===== src/rtl/flash_sample_reader_pkg.sv =====
// Shared types and constants for the flash sample playback engine.
package flash_sample_reader_pkg;

  localparam int unsigned FLASH_ADDR_W = 23;
  localparam logic [FLASH_ADDR_W-1:0] FLASH_FIRST_ADDR = '0;
  localparam logic [FLASH_ADDR_W-1:0] FLASH_LAST_ADDR  = 23'h7FFFF;

  localparam logic FWD = 1'b1;
  localparam logic BWD = 1'b0;

  typedef enum logic [2:0] {
    IDLE,
    REQ,
    WAIT_DATA,
    OUT_FIRST,
    OUT_SECOND,
    ADVANCE
  } state_t;

  // Forward order plays the low half first; backward plays the high half first.
  function automatic logic signed [15:0] select_half(input logic [31:0] word,
                                                     input logic        fwd_order,
                                                     input logic        second);
    select_half = (fwd_order ^ second) ? word[15:0] : word[31:16];
  endfunction

endpackage


===== src/rtl/flash_sample_reader_addr_counter.sv =====
// Up/down word-address counter that wraps at both ends of the sample region
// and can be loaded with the direction-dependent start address.
module flash_addr_counter
  import flash_sample_reader_pkg::*;
#(
  parameter int unsigned       ADDR_W    = FLASH_ADDR_W,
  parameter logic [ADDR_W-1:0] LAST_ADDR = ADDR_W'(FLASH_LAST_ADDR)
) (
  input  logic              clk,
  input  logic              reset,
  input  logic              step,
  input  logic              load_start,
  input  logic              dir,
  output logic [ADDR_W-1:0] addr
);

  localparam logic [ADDR_W-1:0] FIRST_ADDR = ADDR_W'(FLASH_FIRST_ADDR);

  logic [ADDR_W-1:0] addr_q;
  logic [ADDR_W-1:0] addr_d;

  always_comb begin
    addr_d = addr_q;
    if (step) begin
      if (load_start) begin
        addr_d = (dir == FWD) ? FIRST_ADDR : LAST_ADDR;
      end else if (dir == FWD) begin
        addr_d = (addr_q == LAST_ADDR) ? FIRST_ADDR : addr_q + ADDR_W'(1);
      end else begin
        addr_d = (addr_q == FIRST_ADDR) ? LAST_ADDR : addr_q - ADDR_W'(1);
      end
    end
  end

  always_ff @(posedge clk) begin
    if (reset) begin
      addr_q <= FIRST_ADDR;
    end else begin
      addr_q <= addr_d;
    end
  end

  assign addr = addr_q;

endmodule


===== src/rtl/flash_sample_reader.sv =====
// Fetches 32-bit words from flash over Avalon-MM and plays them out as two
// signed 16-bit samples, one per audio tick, forward or backward with wrap.
module flash_sample_reader
  import flash_sample_reader_pkg::*;
#(
  parameter int unsigned       ADDR_W    = FLASH_ADDR_W,
  parameter logic [ADDR_W-1:0] LAST_ADDR = ADDR_W'(FLASH_LAST_ADDR)
) (
  input  logic              inclk,
  input  logic              reset,
  input  logic              start_read_flash,
  input  logic              direction,
  input  logic              restart,
  input  logic              sample_tick,
  output logic              flash_mem_read,
  output logic [ADDR_W-1:0] flash_mem_address,
  output logic [3:0]        flash_mem_byteenable,
  input  logic              flash_mem_waitrequest,
  input  logic [31:0]       flash_mem_readdata,
  input  logic              flash_mem_readdatavalid,
  output logic [15:0]       audio_sample,
  output logic              flash_read_finished
);

  state_t             state_q, state_d;
  logic               tick_pending_q, tick_pending_d;
  logic [31:0]        word_q, word_d;
  logic               fwd_order_q, fwd_order_d;
  logic signed [15:0] audio_q, audio_d;
  logic               consume;
  logic               addr_step;

  // A tick is only spent while playing and while a sample is waiting to go out.
  assign consume = ((state_q == OUT_FIRST) || (state_q == OUT_SECOND)) &&
                   tick_pending_q && start_read_flash;

  assign tick_pending_d = consume ? 1'b0
                                  : (tick_pending_q | (sample_tick & start_read_flash));

  always_comb begin
    state_d             = state_q;
    word_d              = word_q;
    fwd_order_d         = fwd_order_q;
    audio_d             = audio_q;
    flash_mem_read      = 1'b0;
    flash_read_finished = 1'b0;
    addr_step           = 1'b0;
    unique case (state_q)
      IDLE: begin
        if (start_read_flash) state_d = REQ;
      end
      REQ: begin
        flash_mem_read = 1'b1;
        if (!flash_mem_waitrequest) state_d = WAIT_DATA;
      end
      WAIT_DATA: begin
        if (flash_mem_readdatavalid) begin
          word_d      = flash_mem_readdata;
          fwd_order_d = direction;
          state_d     = OUT_FIRST;
        end
      end
      OUT_FIRST: begin
        if (consume) begin
          audio_d = select_half(word_q, fwd_order_q, 1'b0);
          state_d = OUT_SECOND;
        end
      end
      OUT_SECOND: begin
        if (consume) begin
          audio_d = select_half(word_q, fwd_order_q, 1'b1);
          state_d = ADVANCE;
        end
      end
      ADVANCE: begin
        flash_read_finished = 1'b1;
        addr_step           = 1'b1;
        state_d             = start_read_flash ? REQ : IDLE;
      end
      default: state_d = IDLE;
    endcase
  end

  always_ff @(posedge inclk) begin
    if (reset) begin
      state_q        <= IDLE;
      tick_pending_q <= 1'b0;
      word_q         <= '0;
      fwd_order_q    <= FWD;
      audio_q        <= '0;
    end else begin
      state_q        <= state_d;
      tick_pending_q <= tick_pending_d;
      word_q         <= word_d;
      fwd_order_q    <= fwd_order_d;
      audio_q        <= audio_d;
    end
  end

  flash_addr_counter #(
    .ADDR_W    (ADDR_W),
    .LAST_ADDR (LAST_ADDR)
  ) u_addr_counter (
    .clk        (inclk),
    .reset      (reset),
    .step       (addr_step),
    .load_start (restart),
    .dir        (direction),
    .addr       (flash_mem_address)
  );

  assign flash_mem_byteenable = 4'hF;
  assign audio_sample         = audio_q;

endmodule


===== config.mk =====
export PLATFORM = sky130hd
export DESIGN_NAME = flash_sample_reader
export DESIGN_NICKNAME = d
export VERILOG_FILES = /design/src/rtl/flash_sample_reader_pkg.sv /design/src/rtl/flash_sample_reader_addr_counter.sv /design/src/rtl/flash_sample_reader.sv
export SDC_FILE = /design/constraint.sdc
export NUM_CORES = 1
export LEC_CHECK = 0
export ABC_AREA = 1
export CORE_MARGIN = 5
export CORE_UTILIZATION = 45
export CTS_CLUSTER_SIZE = 28
export DETAILED_ROUTE_END_ITERATION = 16
export HOLD_SLACK_MARGIN = 0.12
export PLACE_DENSITY = 0.74
export SYNTH_ARGS = -nofsm -noshare
export SYNTH_HDL_FRONTEND = slang
export SYNTH_HIERARCHICAL = 1
export SYNTH_SLANG_ARGS = --single-unit

===== constraint.sdc =====
create_clock -name inclk -period 3.55 [get_ports inclk]
set_input_delay 0.71 -clock inclk [delete_from_list [all_inputs] [get_ports inclk]]
set_output_delay 0.71 -clock inclk [all_outputs]
set_load 0.02 [all_outputs]

==> qor.yml <==
clocking:
  post_cts_resized: 0
  cts_root_buf: "clkbuf_16"
  numCtsBuffers: 9
  htreeDepth: 3
  cts.hold.buffers_added: 0
  clock_latency_ns: 0.34
  clk_path_buf_depth: 2
  clk_pin_slew_ns: 0.06
  cts_tree: "done"
  clock_sinks: 76
  cts_setup_buffers: 0
critical_path:
  crit_start: "state_q[2]$_SDFFE_PP0P_"
  cp.arrival_ns: 2.02
  worst_ep_required_time_ns: 2.84
  rr_worst_depth: 8
  cp-start-kind: "flop"
  cp-end-kind: "primary output"
  critPathKind: "flop to primary output"
  worstReg2RegStart: "state_q[2]$_SDFFE_PP0P_"
  cp_max_fo: 6
global_routing:
  grt-ovfl-total: 0
  met1_usage_pct: 27.8
  antenna_found_initial: 0
  use_met3_pct: 5.01
  grt_pass1_wl_um: 24900
  grt_util_met2_pct: 34.0
  grt_max_degree: 37
  grt.busiest_layer: "met2"
  grt_pass1_vias: 5184
  grt_usage_pct: 21.3
floorplanning:
  ios: 85
  die_w_um: 118
  start_util_pct: 46.1
  dieArea_mm2: 0.0140
  coreArea_mm2: 0.0115
  rows: 39
  die_h_um: 118
finish:
  regArea_mm2: 0.00152
  nFillCells: 1137
  multi_input_area_mm2: 0.00312
  drive_gt1_share_pct: 7.80
  fin_cells: 1066
  antenna_cells: 0
  final_util_pct: 55.3
  nets: 962
  areaGrowthSynthToFinish_pct: 19.8
placed_design:
  dpl_worst_slack_ns: 1.09
  portBuffers: 80
  dpl.cell_count: 1051
  dp_hpwl_um: 10600
  gp_congestion: 0.973
job:
  maxCapViolCount: 0
outcome:
  status: "finished clean"
synth:
  netlist_area_mm2: 0.00529
  ys.flop_type: "dfxtp_1"
  ys_types: 37
  synth_cells: 868
  seq_area_frac_synth_pct: 28.8
  ys_ff_latch: 76
  synth-async-reset-ratio_pct: 0
  synth_edf_count: 0
  yosysWarnings: 6
  syn_area_per_cell_um2: 6.09
sta:
  worstMarginPinSlew_ns: 0.926
  maxSlewHeadroom_pct: 38.2
  finalCritPeriodShare_pct: 76.8
  rsz0062_at_grt: "no"
  fmax_mhz: 367
  fin_worst_skew_ns: 0.00743
  hold_viol_final: 0
  setup_slack_ns: 0.824
  setup_viol: 0
  setup_tns_ns: 0
  period_minus_slack_ns: 2.73
  drv_slew: 0
pwr:
  seqPwrFrac_pct: 40.6
  comb_power_share_pct: 22.4
  p_leak_uw: 0.00259
  switching_share_pct: 31.1
  internal_power_uw: 1710
  p_sw_uw: 772
  ir_worst_vdd_mv: 0.293
  p_total_uw: 2480
  p_per_area_mw_per_mm2: 392
  clockPowerShare_pct: 37.1
worst_hold_path:
  min_from: "audio_sample[7]$_SDFFE_PP0P_"
  worstHoldPathCells: 2
  hold_class: "flop to flop"
drt:
  drcViolationCount: 0
  avgViaCountPerCell: 5.28
  vias: 5626
  antenna_left: 0
  wl_per_cell_um: 14.3
  wirelength_um: 15200
  first_pass_iters: 5
  drt-initial-drc-count: 522
==> power groups by stage <==
stage	clock [uW]	sequential, uW	combinational, uW
floorplan	0	1000	441
global placement	0	1020	543
detailed placement	0	1020	547
CTS	939	1000	553
global route	979	1020	638
finish	920	1010	555
==> metal layers <==
layer  vias to the layer above  wire, um
met1                      2477      6680
li1                       2869         -
met2                       237      6770
met5                         -         0
met3                        43      1410
met4                         0       385
==> stage by stage <==
stage / cell area [um^2] / hold WS (ns)
finish: 6340 / 0.465
global route: 6340 / 0.482
CTS: 6340 / 0.468
detailed placement: 6040 / 0.459
global placement: 6040 / 0.453
floorplan: 5300 / 0.439
==> cell type report <==
type / instances / share of cell area (%)
Clock buffer: 12 / 3.89
Inverter: 94 / 5.77
Sequential cell: 76 / 24.0
Tap cell: 143 / 2.82
Timing Repair Buffer: 88 / 13.6
Clock inverter: 3 / 0.750
Multi-Input combinational cell: 650 / 49.2
==> logic make-up after synthesis <==
kind of cell             Yosys count  share of synthesized area, %
flip-flops                        76                          28.8
buffers and inverters            145                          12.7
other                              1                        0.0709
AND/OR/NAND/NOR                  466                          39.6
AO/OA/AOI/OAI                    166                          16.4
XOR/XNOR                          11                          1.82
adder cells (fa/ha/maj)            3                         0.710
==> state kept, by name (all words and copies together) (netlist names) <==
register,count
word_q,32
state_q,3
audio_sample,16
tick_pending_q,1
u_addr_counter/addr,23
fwd_order_q,1
==> path summary, 6_finish.rpt <==
| kind | endpoint | slack [ns] |
|---|---|---|
| min | audio_sample[7]$_SDFFE_PP0P_ | 0.47 |
| max | flash_read_finished | 0.82 |
| min reg2reg | audio_sample[7]$_SDFFE_PP0P_ | 0.47 |
| max reg2reg | u_addr_counter/addr[5]$_SDFFE_PP0P_ | 1.34 |
==> worst max-delay path, stage by stage, from the launching register on <==
cell,delay [ns]
dfxtp_1,0.49
inv_1,0.17
nor3_2,0.34
clkdlybuf4s50_1,0.67
==> cells in the mapped netlist (2+ instances only) <==
master	count	area [um^2]
a31oi_1	2	12.5
buf_6	5	56.3
nor2_2	15	93.8
xor2_1	10	87.6
buf_2	21	105
nand4_1	21	131
nand2_1	264	991
dfxtp_1	76	1520
o21ai_1	6	30.0
nand3_2	2	20.0
clkinv_1	3	11.3
a21oi_1	61	305
nor3_1	3	15.0
inv_1	85	319
a21oi_2	6	52.6
nand2_2	6	37.5
nor2_1	77	289
nand2_4	2	22.5
buf_4	10	75.1
nor2_4	8	90.1
o211ai_1	3	22.5
ha_1	3	37.5
inv_2	5	18.8
nand3_1	61	305
clkbuf_1	14	52.6
o21ai_0	87	435
nand3_4	2	35.0
==> cells in the final DEF, fill, tap and decap left out, types with 3 or more instances in the layout <==
| cell type | n |
|---|---|
| nand3_1 | 61 |
| clkbuf_16 | 9 |
| a21oi_1 | 61 |
| conb_1 | 4 |
| o211ai_1 | 3 |
| nor2_2 | 15 |
| nor2_4 | 8 |
| dfxtp_1 | 76 |
| nand2_1 | 264 |
| buf_4 | 8 |
| inv_1 | 85 |
| nor2_1 | 77 |
| o21ai_0 | 87 |
| ha_1 | 3 |
| a21oi_2 | 6 |
| inv_2 | 5 |
| xor2_1 | 10 |
| nand2_2 | 6 |
| o21ai_1 | 6 |
| clkinv_1 | 3 |
| clkdlybuf4s50_1 | 80 |
| nand4_1 | 21 |
Power figures use the tool's default switching activity.
==> variant 1, RTL diff (same settings) <==
Encoding of `state_t`: now Gray code (3 bits for 6 states).
--- a/src/rtl/flash_sample_reader_pkg.sv
+++ b/src/rtl/flash_sample_reader_pkg.sv
@@ -10,10 +10,10 @@
 
   typedef enum logic [2:0] {
-    IDLE,
-    REQ,
-    WAIT_DATA,
-    OUT_FIRST,
-    OUT_SECOND,
-    ADVANCE
+    IDLE       = 3'b000,
+    REQ        = 3'b001,
+    WAIT_DATA  = 3'b011,
+    OUT_FIRST  = 3'b010,
+    OUT_SECOND = 3'b110,
+    ADVANCE    = 3'b111
   } state_t;
 
Behaviour: same outputs for any inputs over 10 cycles, from zero or initial values and one cycle with reset high; not proved beyond that.
==> variant 1 against the unedited design <==
  * Final area is 1.0% lower
  * Sequential cell count did not move
  * Routed wire length decreased by 0.65%
  * Final cell count is 0.84% lower
  * Worst setup slack worse by 45 ps
  * Area after synthesis down 0.88%
Power is not compared: it rests on default switching activity, and its combinational part moved more than twofold at a synthesized area within 25%.
==> variant 1: results (changes against the unedited design) <==
place:
  dpl.hpwl_mm: 10.6  # -0.70%
  place_congestion: 0.973  # about the same
  dp_cells: 1041  # -0.95%
critical_path:
  arrival_ps: 2060  # +40 ps
  r2r_slack_ps: 1080  # -260 ps
  r2r_end: "u_addr_counter/addr[18]"
  rr_worst_depth: 11  # +3
  r2r-start: "state_q[0]"
  critPathMaxFanout: 18  # +12
global_route:
  grt_use_met2_pct: 32.5  # -1.5 points
  grt.total_usage_pct: 21.3  # +0.051 points
  grt_max_degree: 66  # +78%
  use_met1_pct: 29.6  # +1.8 points
  grt_pass1_vias: 5064  # -2.3%
  use_met3_pct: 4.42  # -0.59 points
  grt_pass1_wl_mm: 24.9  # about the same
final_layout:
  layout.nets: 952  # -1.0%
  fin_cells: 1057  # -0.84%
  n_fill_cell: 1168  # +2.7%
  n_antenna_cell: 0  # unchanged
yosys:
  ys_types: 34  # -8.1%
  ys.flop_type: "dfxtp_1"
  avgSynthCellArea_um2: 6.11  # +0.28%
  synthAdderAreaFrac_pct: 0.716  # +0.0063 points
  synth_compound_area_share_pct: 16.4  # about the same
  ys_top_cells_by_count: "nand2_1, inv_1, o21ai_0"
  synthTopCellsByArea: "dfxtp_1, nand2_1, o21ai_0"
  synth.mux.area_fraction_pct: 0  # unchanged
  yosysSeqAreaShare_pct: 29.0  # +0.25 points
  synthXorXnorAreaFrac_pct: 1.84  # +0.016 points
routing:
  drtIter0Drc: 563  # +7.9%
  wl_per_cell_um: 14.3  # +0.20%
  avgViaCountPerCell: 5.34  # +1.2%
min_path:
  worstHoldStart: "audio_sample[5]"
  min_path_type: "reg -> reg"
timing:
  fin_skew_ps: 5.74  # -1.70 ps
  relSlewSlack_pct: 32.4  # -5.7 points
status:
  status: "finished, final reports clean"
==> variant 1: cell types whose count changed after synthesis, moves of 4 or more <==
cell	before	now
a21oi_2	6	0
nand3_1	61	76
a21oi_1	61	53
nand2_1	264	232
buf_2	21	17
inv_1	85	93
o21ai_1	6	22
buf_6	5	11
==> variant 1: cell type report <==
class	instances	share of cell area [%]
Clock inverter	6	1.14
Timing Repair Buffer	89	13.8
Inverter	102	6.15
Multi-Input combinational cell	631	47.9
Clock buffer	10	3.81
Tap cell	143	2.85
Sequential cell	76	24.3
==> variant 1: per-stage QoR <==
step / setup WS (ps) / utilization (%) / power [mW] / area [um2] / hold WS (ps)
2_1_floorplan: 1440 / - / 1.04 / 5260 / 438
3_3_place_gp: 1120 / 52.2 / 1.10 / 5960 / 447
3_5_place_dp: 1090 / 52.2 / 1.10 / 5960 / 450
4_1_cts: 784 / 54.9 / 2.07 / 6270 / 463
5_1_grt: 712 / 54.9 / 2.14 / 6270 / 483
6_report: 779 / 54.9 / 2.06 / 6270 / 462
==> variant 1: worst min path at each step <==
stage,cells past startpoint,endpoint
6_report,2,audio_sample[5]
5_1_grt,2,word_q[27]
4_1_cts,2,audio_sample[5]
3_5_place_dp,2,audio_sample[5]
3_3_place_gp,2,audio_sample[10]
2_1_floorplan,2,word_q[2]
==> variant 1: layer usage <==
metal / vias up / wire (um)
met3: 35 / 1290
met5: - / 0
met2: 256 / 6620
met4: 0 / 395
li1: 2849 / -
met1: 2505 / 6850
==> variant 1: power groups by stage <==
stage / registers (mW) / logic (mW) / clock network (mW)
after floorplan: 0.903 / 0.134 / 0
after global placement: 0.912 / 0.192 / 0
after detailed placement: 0.913 / 0.192 / 0
after CTS: 0.894 / 0.194 / 0.981
after global routing: 0.896 / 0.219 / 1.03
final: 0.894 / 0.195 / 0.967
==> variant 2, RTL diff (config.mk and constraints unchanged) <==
Without the edit above. `FLASH_ADDR_W`: 23 -> 25.
--- a/src/rtl/flash_sample_reader_pkg.sv
+++ b/src/rtl/flash_sample_reader_pkg.sv
@@ -2,5 +2,5 @@
 package flash_sample_reader_pkg;
 
-  localparam int unsigned FLASH_ADDR_W = 23;
+  localparam int unsigned FLASH_ADDR_W = 25;
   localparam logic [FLASH_ADDR_W-1:0] FLASH_FIRST_ADDR = '0;
   localparam logic [FLASH_ADDR_W-1:0] FLASH_LAST_ADDR  = 23'h7FFFF;
Interface: changed (resized flash_mem_address); port bits go from 85 to 87. No check against the original RTL was run, so the function may have changed too.
==> variant 2 against the unedited design <==
  * Sequential power about the same
  * Sequential cell count up 2
  * Fmax is 5.6% lower
  * Via count increased by 0.11%
  * Worst setup slack worse by 160 ps
  * Global-route usage rose by 0.30 points
  * Sequential share of layout area is 0.79 points higher
  * Final area shrank 0.65%
  * Routed wire length increased by 0.64%
  * Area after synthesis shrank 1.1%
  * Final cell count is 1.4% lower
  * Combinational power up 3%
  * Power is 2.1% higher
  * Largest power group unchanged
==> variant 2: results (changes against the unedited design) <==
global_route:
  use_met3_pct: 3.46  # -1.6 points
  grt_pass1_vias: 5204  # +0.39%
  grt_max_degree: 66  # +78%
  use_met1_pct: 28.9  # +1.1 points
  grt.total_usage_pct: 21.6  # +0.30 points
routing:
  drt-total-wl_mm: 15.3  # +0.64%
  drtIter0Drc: 533  # +2.1%
  route.met2.wl_mm: 6.79  # +0.25%
  route.layer.met1.wl_mm: 6.82  # +2.1%
  vias: 5632  # +0.11%
  wl_met3_mm: 1.25  # -11%
power_and_ir_drop:
  intPower_mw: 1.72  # +0.47%
  p_leak_nw: 2.61  # +0.85%
  pg_clk_mw: 0.948  # +3.0%
  power_density_nw_per_um2: 402  # +2.7%
  ir_drop_uv: 343  # +17%
floorplanning:
  start_util_pct: 45.8  # -0.30 points
yosys:
  synthTopCellsByArea: "dfxtp_1, nand2_1, o21ai_0"
  netlist_instances: 848  # -2.3%
  yosysSeqAreaShare_pct: 29.8  # +1.1 points
place:
  dpl.hpwl_mm: 10.9  # +2.5%
  dp_cells: 1035  # -1.5%
critical_path:
  r2r_end: "u_addr_counter/addr[0]"
  r2r_slack_ps: 790  # -550 ps
  critPathMaxStageDelay_ps: 700  # +30 ps
  critPathMaxFanout: 6  # unchanged
  arrival_ps: 2180  # +160 ps
timing:
  fin_ws_ps: 663  # -161 ps
  worst_pin_slew_ps: 922  # -4.39 ps
  whs_ps: 466  # +1.16 ps
  fin_skew_ps: 6.91  # -0.522 ps
min_path:
  worstHoldStart: "word_q[20]"
  hold-path-endpoint: "word_q[20]"
final_layout:
  fin_cells: 1051  # -1.4%
  drive_gt1_share_pct: 6.94  # -0.86 points
status:
  status: "finished, final reports clean"
==> variant 2: cell types whose count changed after synthesis, sizes merged, moves of 5 or more <==
| cell | unedited run | this run |
|---|---|---|
| buf | 37 | 32 |
| nand4 | 21 | 15 |
| o21ai | 93 | 99 |
| nor2 | 101 | 88 |
| a21oi | 67 | 74 |
| nand2 | 273 | 262 |
| nand3 | 65 | 58 |
==> variant 2: area by class of cell <==
type / count / area (um2) / share of cell area [%]
Multi-Input combinational cell: 632 / 3020 / 48.0
Clock buffer: 10 / 229 / 3.64
Tap cell: 143 / 179 / 2.84
Timing Repair Buffer: 88 / 866 / 13.8
Clock inverter: 6 / 70.1 / 1.11
Inverter: 94 / 365 / 5.80
Sequential cell: 78 / 1560 / 24.8
==> variant 2: kinds of logic after synthesis <==
logic type	count (synthesis)	share of synthesized area, %
simple gates	430	35.9
compound gates	180	18.3
flops	78	29.8
other cells	1	0.0717
buf+inv	141	12.7
xor+xnor	16	2.68
fa+ha+maj	2	0.478
